<file path="config.mk">
export PLATFORM = sky130hd
export DESIGN_NAME = gf180mcu_fd_sc_mcu9t5v0__bist_nand3
export DESIGN_NICKNAME = d
export VERILOG_FILES = /design/src/rtl/gf180mcu_fd_sc_mcu9t5v0__bist_pkg.sv /design/src/rtl/gf180mcu_fd_sc_mcu9t5v0__bist_misr.sv /design/src/rtl/gf180mcu_fd_sc_mcu9t5v0__bist_nand3.sv
export SDC_FILE = /design/constraint.sdc
export NUM_CORES = 1
export LEC_CHECK = 0
export CORE_MARGIN = 2
export CORE_UTILIZATION = 51
export DETAILED_ROUTE_END_ITERATION = 16
export HOLD_SLACK_MARGIN = 0.1
export PLACE_DENSITY = 0.78
export SETUP_SLACK_MARGIN = 0.02
export SYNTH_ARGS = -nofsm -noshare
export SYNTH_HDL_FRONTEND = slang
export SYNTH_SLANG_ARGS = --single-unit
export TNS_END_PERCENT = 1
</file>
<file path="constraint.sdc">
create_clock -name CLK -period 1.8 [get_ports CLK]
set_input_delay 0.18 -clock CLK [delete_from_list [all_inputs] [get_ports CLK]]
set_output_delay 0.18 -clock CLK [all_outputs]
set_load 0.02 [all_outputs]
</file>
<file path="src/rtl/gf180mcu_fd_sc_mcu9t5v0__bist_pkg.sv">
// Shared types and default constants for the nand3 BIST stage.
package gf180mcu_fd_sc_mcu9t5v0__bist_pkg;

  typedef enum logic [1:0] {
    StIdle = 2'd0,
    StRun  = 2'd1,
    StDone = 2'd2
  } bist_state_e;

  localparam logic [15:0] DefMisrPoly = 16'h1021;
  localparam logic [15:0] DefLfsrPoly = 16'hB400;
  localparam logic [15:0] DefLfsrSeed = 16'hACE1;

  localparam logic ModeExh  = 1'b0;
  localparam logic ModeLfsr = 1'b1;

endpackage

</file>
<file path="src/rtl/gf180mcu_fd_sc_mcu9t5v0__bist_misr.sv">
// Left-shifting serial-input MISR; also exposes the value it will load next
// so the caller can judge the final signature on the capturing edge.
module gf180mcu_fd_sc_mcu9t5v0__bist_misr #(
  parameter int unsigned      SIG_W     = 16,
  parameter logic [SIG_W-1:0] MISR_POLY = SIG_W'(16'h1021)
) (
  input  logic             CLK,
  input  logic             RN,
  input  logic             clear_i,
  input  logic             en_i,
  input  logic             sin_i,
  output logic [SIG_W-1:0] sig_o,
  output logic [SIG_W-1:0] sig_nxt_o
);

  logic [SIG_W-1:0] sig_q;

  // Next signature: shift, fold feedback polynomial, inject serial bit.
  always_comb begin
    sig_nxt_o = {sig_q[SIG_W-2:0], 1'b0} ^ (sig_q[SIG_W-1] ? MISR_POLY : '0) ^ SIG_W'(sin_i);
  end

  // Signature register; clear has priority over capture.
  always_ff @(posedge CLK or negedge RN) begin
    if (!RN) begin
      sig_q <= '0;
    end else if (clear_i) begin
      sig_q <= '0;
    end else if (en_i) begin
      sig_q <= sig_nxt_o;
    end
  end

  assign sig_o = sig_q;

endmodule

</file>
<file path="src/rtl/gf180mcu_fd_sc_mcu9t5v0__bist_nand3.sv">
// BIST stage around a nand3 cell: drives A1/A2/A3 from registers (exhaustive
// counter or LFSR), compacts ZN one cycle later into a MISR, reports PASS.
module gf180mcu_fd_sc_mcu9t5v0__bist_nand3
  import gf180mcu_fd_sc_mcu9t5v0__bist_pkg::*;
#(
  parameter int unsigned       SIG_W     = 16,
  parameter logic [SIG_W-1:0]  MISR_POLY = SIG_W'(DefMisrPoly),
  parameter int unsigned       LFSR_W    = 16,
  parameter logic [LFSR_W-1:0] LFSR_POLY = LFSR_W'(DefLfsrPoly),
  parameter logic [LFSR_W-1:0] LFSR_SEED = LFSR_W'(DefLfsrSeed),
  parameter int unsigned       RUN_LEN   = 64
) (
  input  logic             CLK,
  input  logic             RN,
  input  logic             START,
  input  logic             MODE,
  input  logic [SIG_W-1:0] EXP_SIG,
  output logic             A1,
  output logic             A2,
  output logic             A3,
  input  logic             ZN,
  output logic             BUSY,
  output logic             DONE,
  output logic             PASS,
  output logic [SIG_W-1:0] SIG
);

  localparam int unsigned NMax = (RUN_LEN > 8) ? RUN_LEN : 8;
  // One spare bit so the counter can never wrap within a run.
  localparam int unsigned CntW = $clog2(NMax) + 1;

  if (LFSR_W < 3) begin : g_bad_lfsr_w
    $error("LFSR_W must be at least 3");
  end
  if (LFSR_SEED == '0) begin : g_bad_seed
    $error("LFSR_SEED must be nonzero");
  end
  if (RUN_LEN < 1) begin : g_bad_run_len
    $error("RUN_LEN must be at least 1");
  end

  bist_state_e       state_q, state_d;
  logic              mode_q, mode_d;
  logic [CntW-1:0]   cnt_q, cnt_d, cnt_nxt, cnt_last;
  logic [LFSR_W-1:0] lfsr_q, lfsr_d, lfsr_nxt;
  logic [2:0]        vec_q, vec_d;
  logic              pass_q, pass_d;
  logic              misr_clr, misr_en;
  logic [SIG_W-1:0]  sig, sig_nxt;

  // Pattern generator step values and the index of the final vector.
  always_comb begin
    lfsr_nxt = (lfsr_q >> 1) ^ (lfsr_q[0] ? LFSR_POLY : '0);
    cnt_nxt  = cnt_q + CntW'(1);
    cnt_last = (mode_q == ModeLfsr) ? CntW'(RUN_LEN - 1) : CntW'(7);
  end

  // Next-state logic: idle/done accept START, run applies one vector per cycle.
  always_comb begin
    state_d  = state_q;
    mode_d   = mode_q;
    cnt_d    = cnt_q;
    lfsr_d   = lfsr_q;
    vec_d    = vec_q;
    pass_d   = pass_q;
    misr_clr = 1'b0;
    misr_en  = 1'b0;
    unique case (state_q)
      StIdle, StDone: begin
        if (START) begin
          state_d  = StRun;
          mode_d   = MODE;
          cnt_d    = '0;
          lfsr_d   = LFSR_SEED;
          vec_d    = (MODE == ModeLfsr) ? LFSR_SEED[2:0] : 3'b000;
          pass_d   = 1'b0;
          misr_clr = 1'b1;
        end
      end
      StRun: begin
        misr_en = 1'b1;
        cnt_d   = cnt_nxt;
        lfsr_d  = lfsr_nxt;
        if (cnt_q == cnt_last) begin
          state_d = StDone;
          vec_d   = 3'b000;
          pass_d  = (sig_nxt == EXP_SIG);
        end else begin
          vec_d = (mode_q == ModeLfsr) ? lfsr_nxt[2:0] : cnt_nxt[2:0];
        end
      end
      default: state_d = StIdle;
    endcase
  end

  // State and datapath registers.
  always_ff @(posedge CLK or negedge RN) begin
    if (!RN) begin
      state_q <= StIdle;
      mode_q  <= 1'b0;
      cnt_q   <= '0;
      lfsr_q  <= '0;
      vec_q   <= 3'b000;
      pass_q  <= 1'b0;
    end else begin
      state_q <= state_d;
      mode_q  <= mode_d;
      cnt_q   <= cnt_d;
      lfsr_q  <= lfsr_d;
      vec_q   <= vec_d;
      pass_q  <= pass_d;
    end
  end

  gf180mcu_fd_sc_mcu9t5v0__bist_misr #(
    .SIG_W     (SIG_W),
    .MISR_POLY (MISR_POLY)
  ) u_misr (
    .CLK       (CLK),
    .RN        (RN),
    .clear_i   (misr_clr),
    .en_i      (misr_en),
    .sin_i     (ZN),
    .sig_o     (sig),
    .sig_nxt_o (sig_nxt)
  );

  assign A1   = vec_q[0];
  assign A2   = vec_q[1];
  assign A3   = vec_q[2];
  assign BUSY = (state_q == StRun);
  assign DONE = (state_q == StDone);
  assign PASS = pass_q;
  assign SIG  = sig;

endmodule

</file>
==> metrics.md <==
| Metric | Value |
|---|---|
| Status | completed |
| MaxCap Viol Count | 0 |
| Synth Warn # | 0 |
| Final Max Tran Viols | 0 |
| First-pass GRT wire length | around 7400 um |
| Critical Path AT | 1.48 ns |
| DR iter-0 viols | between 100 and 150 |
| Setup crit end kind | primary output |
| Drt wl/cell | 16.4 um |
| WP data required | 1.62 ns |
| CP bufs+invs | 2 |
| GPL Wtd Cong | 0.730 |
| Final core utilization | 0.663 |
| Hold crit path type | primary input to register |
| Num Clock Sinks | 46 |
| GRT Total Usage | 0.221 |
| DRC viols | 0 |
| Setup TNS | 0 ns |
| Syn Std Cell Area | 2110 um^2 |
| Initial Util | 0.527 |
| Fmax | 0.601 GHz |
| Worst slew pin tran | around 0.64 ns |
| DIE HEIGHT | 68.3 um |
| Htree depth | 2 |
| Post-synthesis register bit count | 46 |
| Multi-input logic area | 880 um^2 |
| Die Span X | approximately 70 um |
| Syn_area_per_cell | between 10 and 15 um^2 |
| GRT overflow | 0 |
| Port-buffer cells | 42 |
| Boundary pin count | 43 |
| Vias | 1600 |
| Std-Cell Rows | 23 |
| First-pass DRT Iterations | 4 |
| Core ar. | about 4000 um^2 |
| RSZ-0062 raised after global routing | false |
| Area Growth Syn to Fin | 25.8% |
| Vias in the first global route | 1472 |
| TritonCTS buffer count | 5 |
| Layout cells sized above 1 | 0.0726 |
| Worst path slowest cell | clkdlybuf4s50_1 |
| CTS tree | done |
| Setup Crit Path Kind | register to primary output |
| Die outline area | 4660 um^2 |
| Final min period | 1.66 ns |
| Total design power | 4840 uW |
| Post-synthesis async set-or-reset flop share | 1.00 |
| Worst-path clk slew | approximately 0.08 ns |
| Peak VDD IR | roughly 980 uV |
| Clk_skew | 0.00709 ns |
| Number of synthesized flops with an enable pin | 0 |
| Antenna Cells | 0 |
| Post-route antenna net violation count | 0 |
| PD cells | 1830 nW/um^2 |
| Crit start category | register |
| Critical Path Max Stage Delay | 0.59 ns |
| Mapped Cells | 191 |
| Root buf cell | clkbuf_8 |
| Initial antenna violation count | 0 |
| DP Wirelength | around 3200 um |
| Sequential cell area | 1150 um^2 |
| Distinct cells, synth | 36 |
| DRT Wirelength | 4650 um |
| Fin. Hold Viols | 0 |
| Syn_nets | around 210 |
| Vias/cell | 5.63 |
| Final period utilization | 0.924 |
| Nets | 256 |
| Worst-path fanout max | 4 |
| Fillers | 328 |
| CP Cell Sequence | nand2b_1 > inv_1 > clkdlybuf4s50_1 |
| Largest net degree at the start of global routing | 47 |
| Static leakage | between 0.001 and 0.0015 uW |
| Slew HR | 0.575 |
| Clock Latency Late Sink | 0.29 ns |
| Register area share after synthesis | 0.546 |
| Endpoints failing setup | 0 |
| Max clock buf depth | 2 |
| Post-synth top flop | dfrtp_1 |
| CP delay by family, top | buffers and inverters |
-- routing by layer --
metal  GRT usage  wire (um)  part of all wire
met5           0          0                 0
met4      0.0675         57             0.012
met3      0.0526        206             0.044
met2       0.330       2150              0.46
met1       0.321       2230              0.48
-- metrics by stage --
step / cell area [um^2] / hold slack, ns / std cells / worst slack, ns
3_3_place_gp: 2560 / 0.295 / 275 / 0.117
4_1_cts: 2650 / 0.475 / 283 / 0.0939
2_1_floorplan: 2110 / -0.116 / 191 / 0.425
5_1_grt: 2650 / 0.484 / 284 / 0.0777
3_5_place_dp: 2560 / 0.296 / 275 / 0.0921
6_report: 2650 / 0.476 / 284 / 0.137
-- kinds of logic (layout without fill, tap and decap cells) --
kind of cell / after synthesis / in the layout / synth area share
AND/OR/NAND/NOR: 52 / 53 / 0.123
adder cells (fa/ha/maj): 1 / 1 / 0.00593
AO/OA/AOI/OAI: 54 / 54 / 0.193
buffers and inverters: 16 / 58 / 0.0398
XOR/XNOR: 21 / 21 / 0.0872
multiplexers: 1 / 1 / 0.00475
flip-flops: 46 / 46 / 0.546
-- synthesized netlist by cell type (2+ instances only) --
library cell  number  area share
o2111ai_1          2      0.0083
o21ai_0           15       0.036
o22a_1             2      0.0083
nand4_1            4       0.012
clkbuf_1           5      0.0089
xor2_1             3       0.012
nand2_1           23       0.041
nor2_1             6       0.011
a21oi_1            4      0.0095
dfrtp_1           46        0.55
inv_1              3      0.0053
nand3_1            7       0.017
a22o_1            22       0.091
xnor2_1           18       0.075
buf_2              6       0.014
nand2b_1           5       0.015
-- cell usage in the layout (no fill, tap or decap), drive strengths merged, types with 2 or more instances in the layout --
| cell type | count |
|---|---|
| dfrtp | 46 |
| clkdlybuf4s50 | 40 |
| nand2 | 23 |
| a22o | 22 |
| xnor2 | 18 |
| o21ai | 16 |
| nor2 | 8 |
| nand3 | 7 |
| clkbuf | 7 |
| nand2b | 5 |
| buf | 5 |
| a21oi | 4 |
| nand4 | 4 |
| inv | 3 |
| xor2 | 3 |
| o2111ai | 3 |
| o22a | 2 |
| nor4 | 2 |
-- worst paths after layout --
kind | startpoint | to | slack, ns | depth (start not counted)
setup / recovery | state_q[0]$_DFFE_PN0P_ | DONE | 0.14 | 3
hold / removal | MODE | mode_q$_DFFE_PN0P_ | 0.48 | 3
setup reg to reg | state_q[0]$_DFFE_PN0P_ | u_misr.sig_o[13]$_DFFE_PN0P_ | 0.21 | 4
hold reg to reg | lfsr_q[12]$_DFFE_PN0P_ | lfsr_q[12]$_DFFE_PN0P_ | 0.49 | 2
max in group asynchronous | RN | u_misr.sig_o[15]$_DFFE_PN0P_ | 0.93 | 3
min in group asynchronous | RN | cnt_q[2]$_DFFE_PN0P_ | 0.50 | 3
-- worst reg2reg max path, delay by kind of cell (launching register included) --
family / cells / cell delay, ns
AOI/OAI and AO/OA: 1 / 0.23
buffers and inverters: 1 / 0.15
DFF: 1 / 0.40
and+or+nand+nor: 2 / 0.75
-- where the power goes --
part	internal (uW)	switching (uW)	leakage, uW	total (uW)
clock network	267	297	0.0000383	564
logic	1110	1160	0.000494	2270
registers	1510	504	0.000572	2010
-- timing repair --
item	CTS	global route
cloned	0	1
setup endpoints to repair	1	4
gates resized for setup	1	0
pin swaps	0	1
hold buffers	1	0
buffers inserted	0	0
endpoints found under the hold margin	46	0
-- sequential cells by signal, indices dropped and copies added (netlist names) --
register / count
cnt_q: 7
vec_q: 3
lfsr_q: 16
u_misr.sig_o: 16
state_q: 2
mode_q: 1
PASS: 1
-- cell type report --
class / count / area share
sequential: 46 / 0.434
inverter: 4 / 0.0104
tap: 50 / 0.0236
clock buffer: 7 / 0.0288
multi-input combinational: 130 / 0.332
timing repair buffer: 47 / 0.171
(Power assumes the default switching activity.)
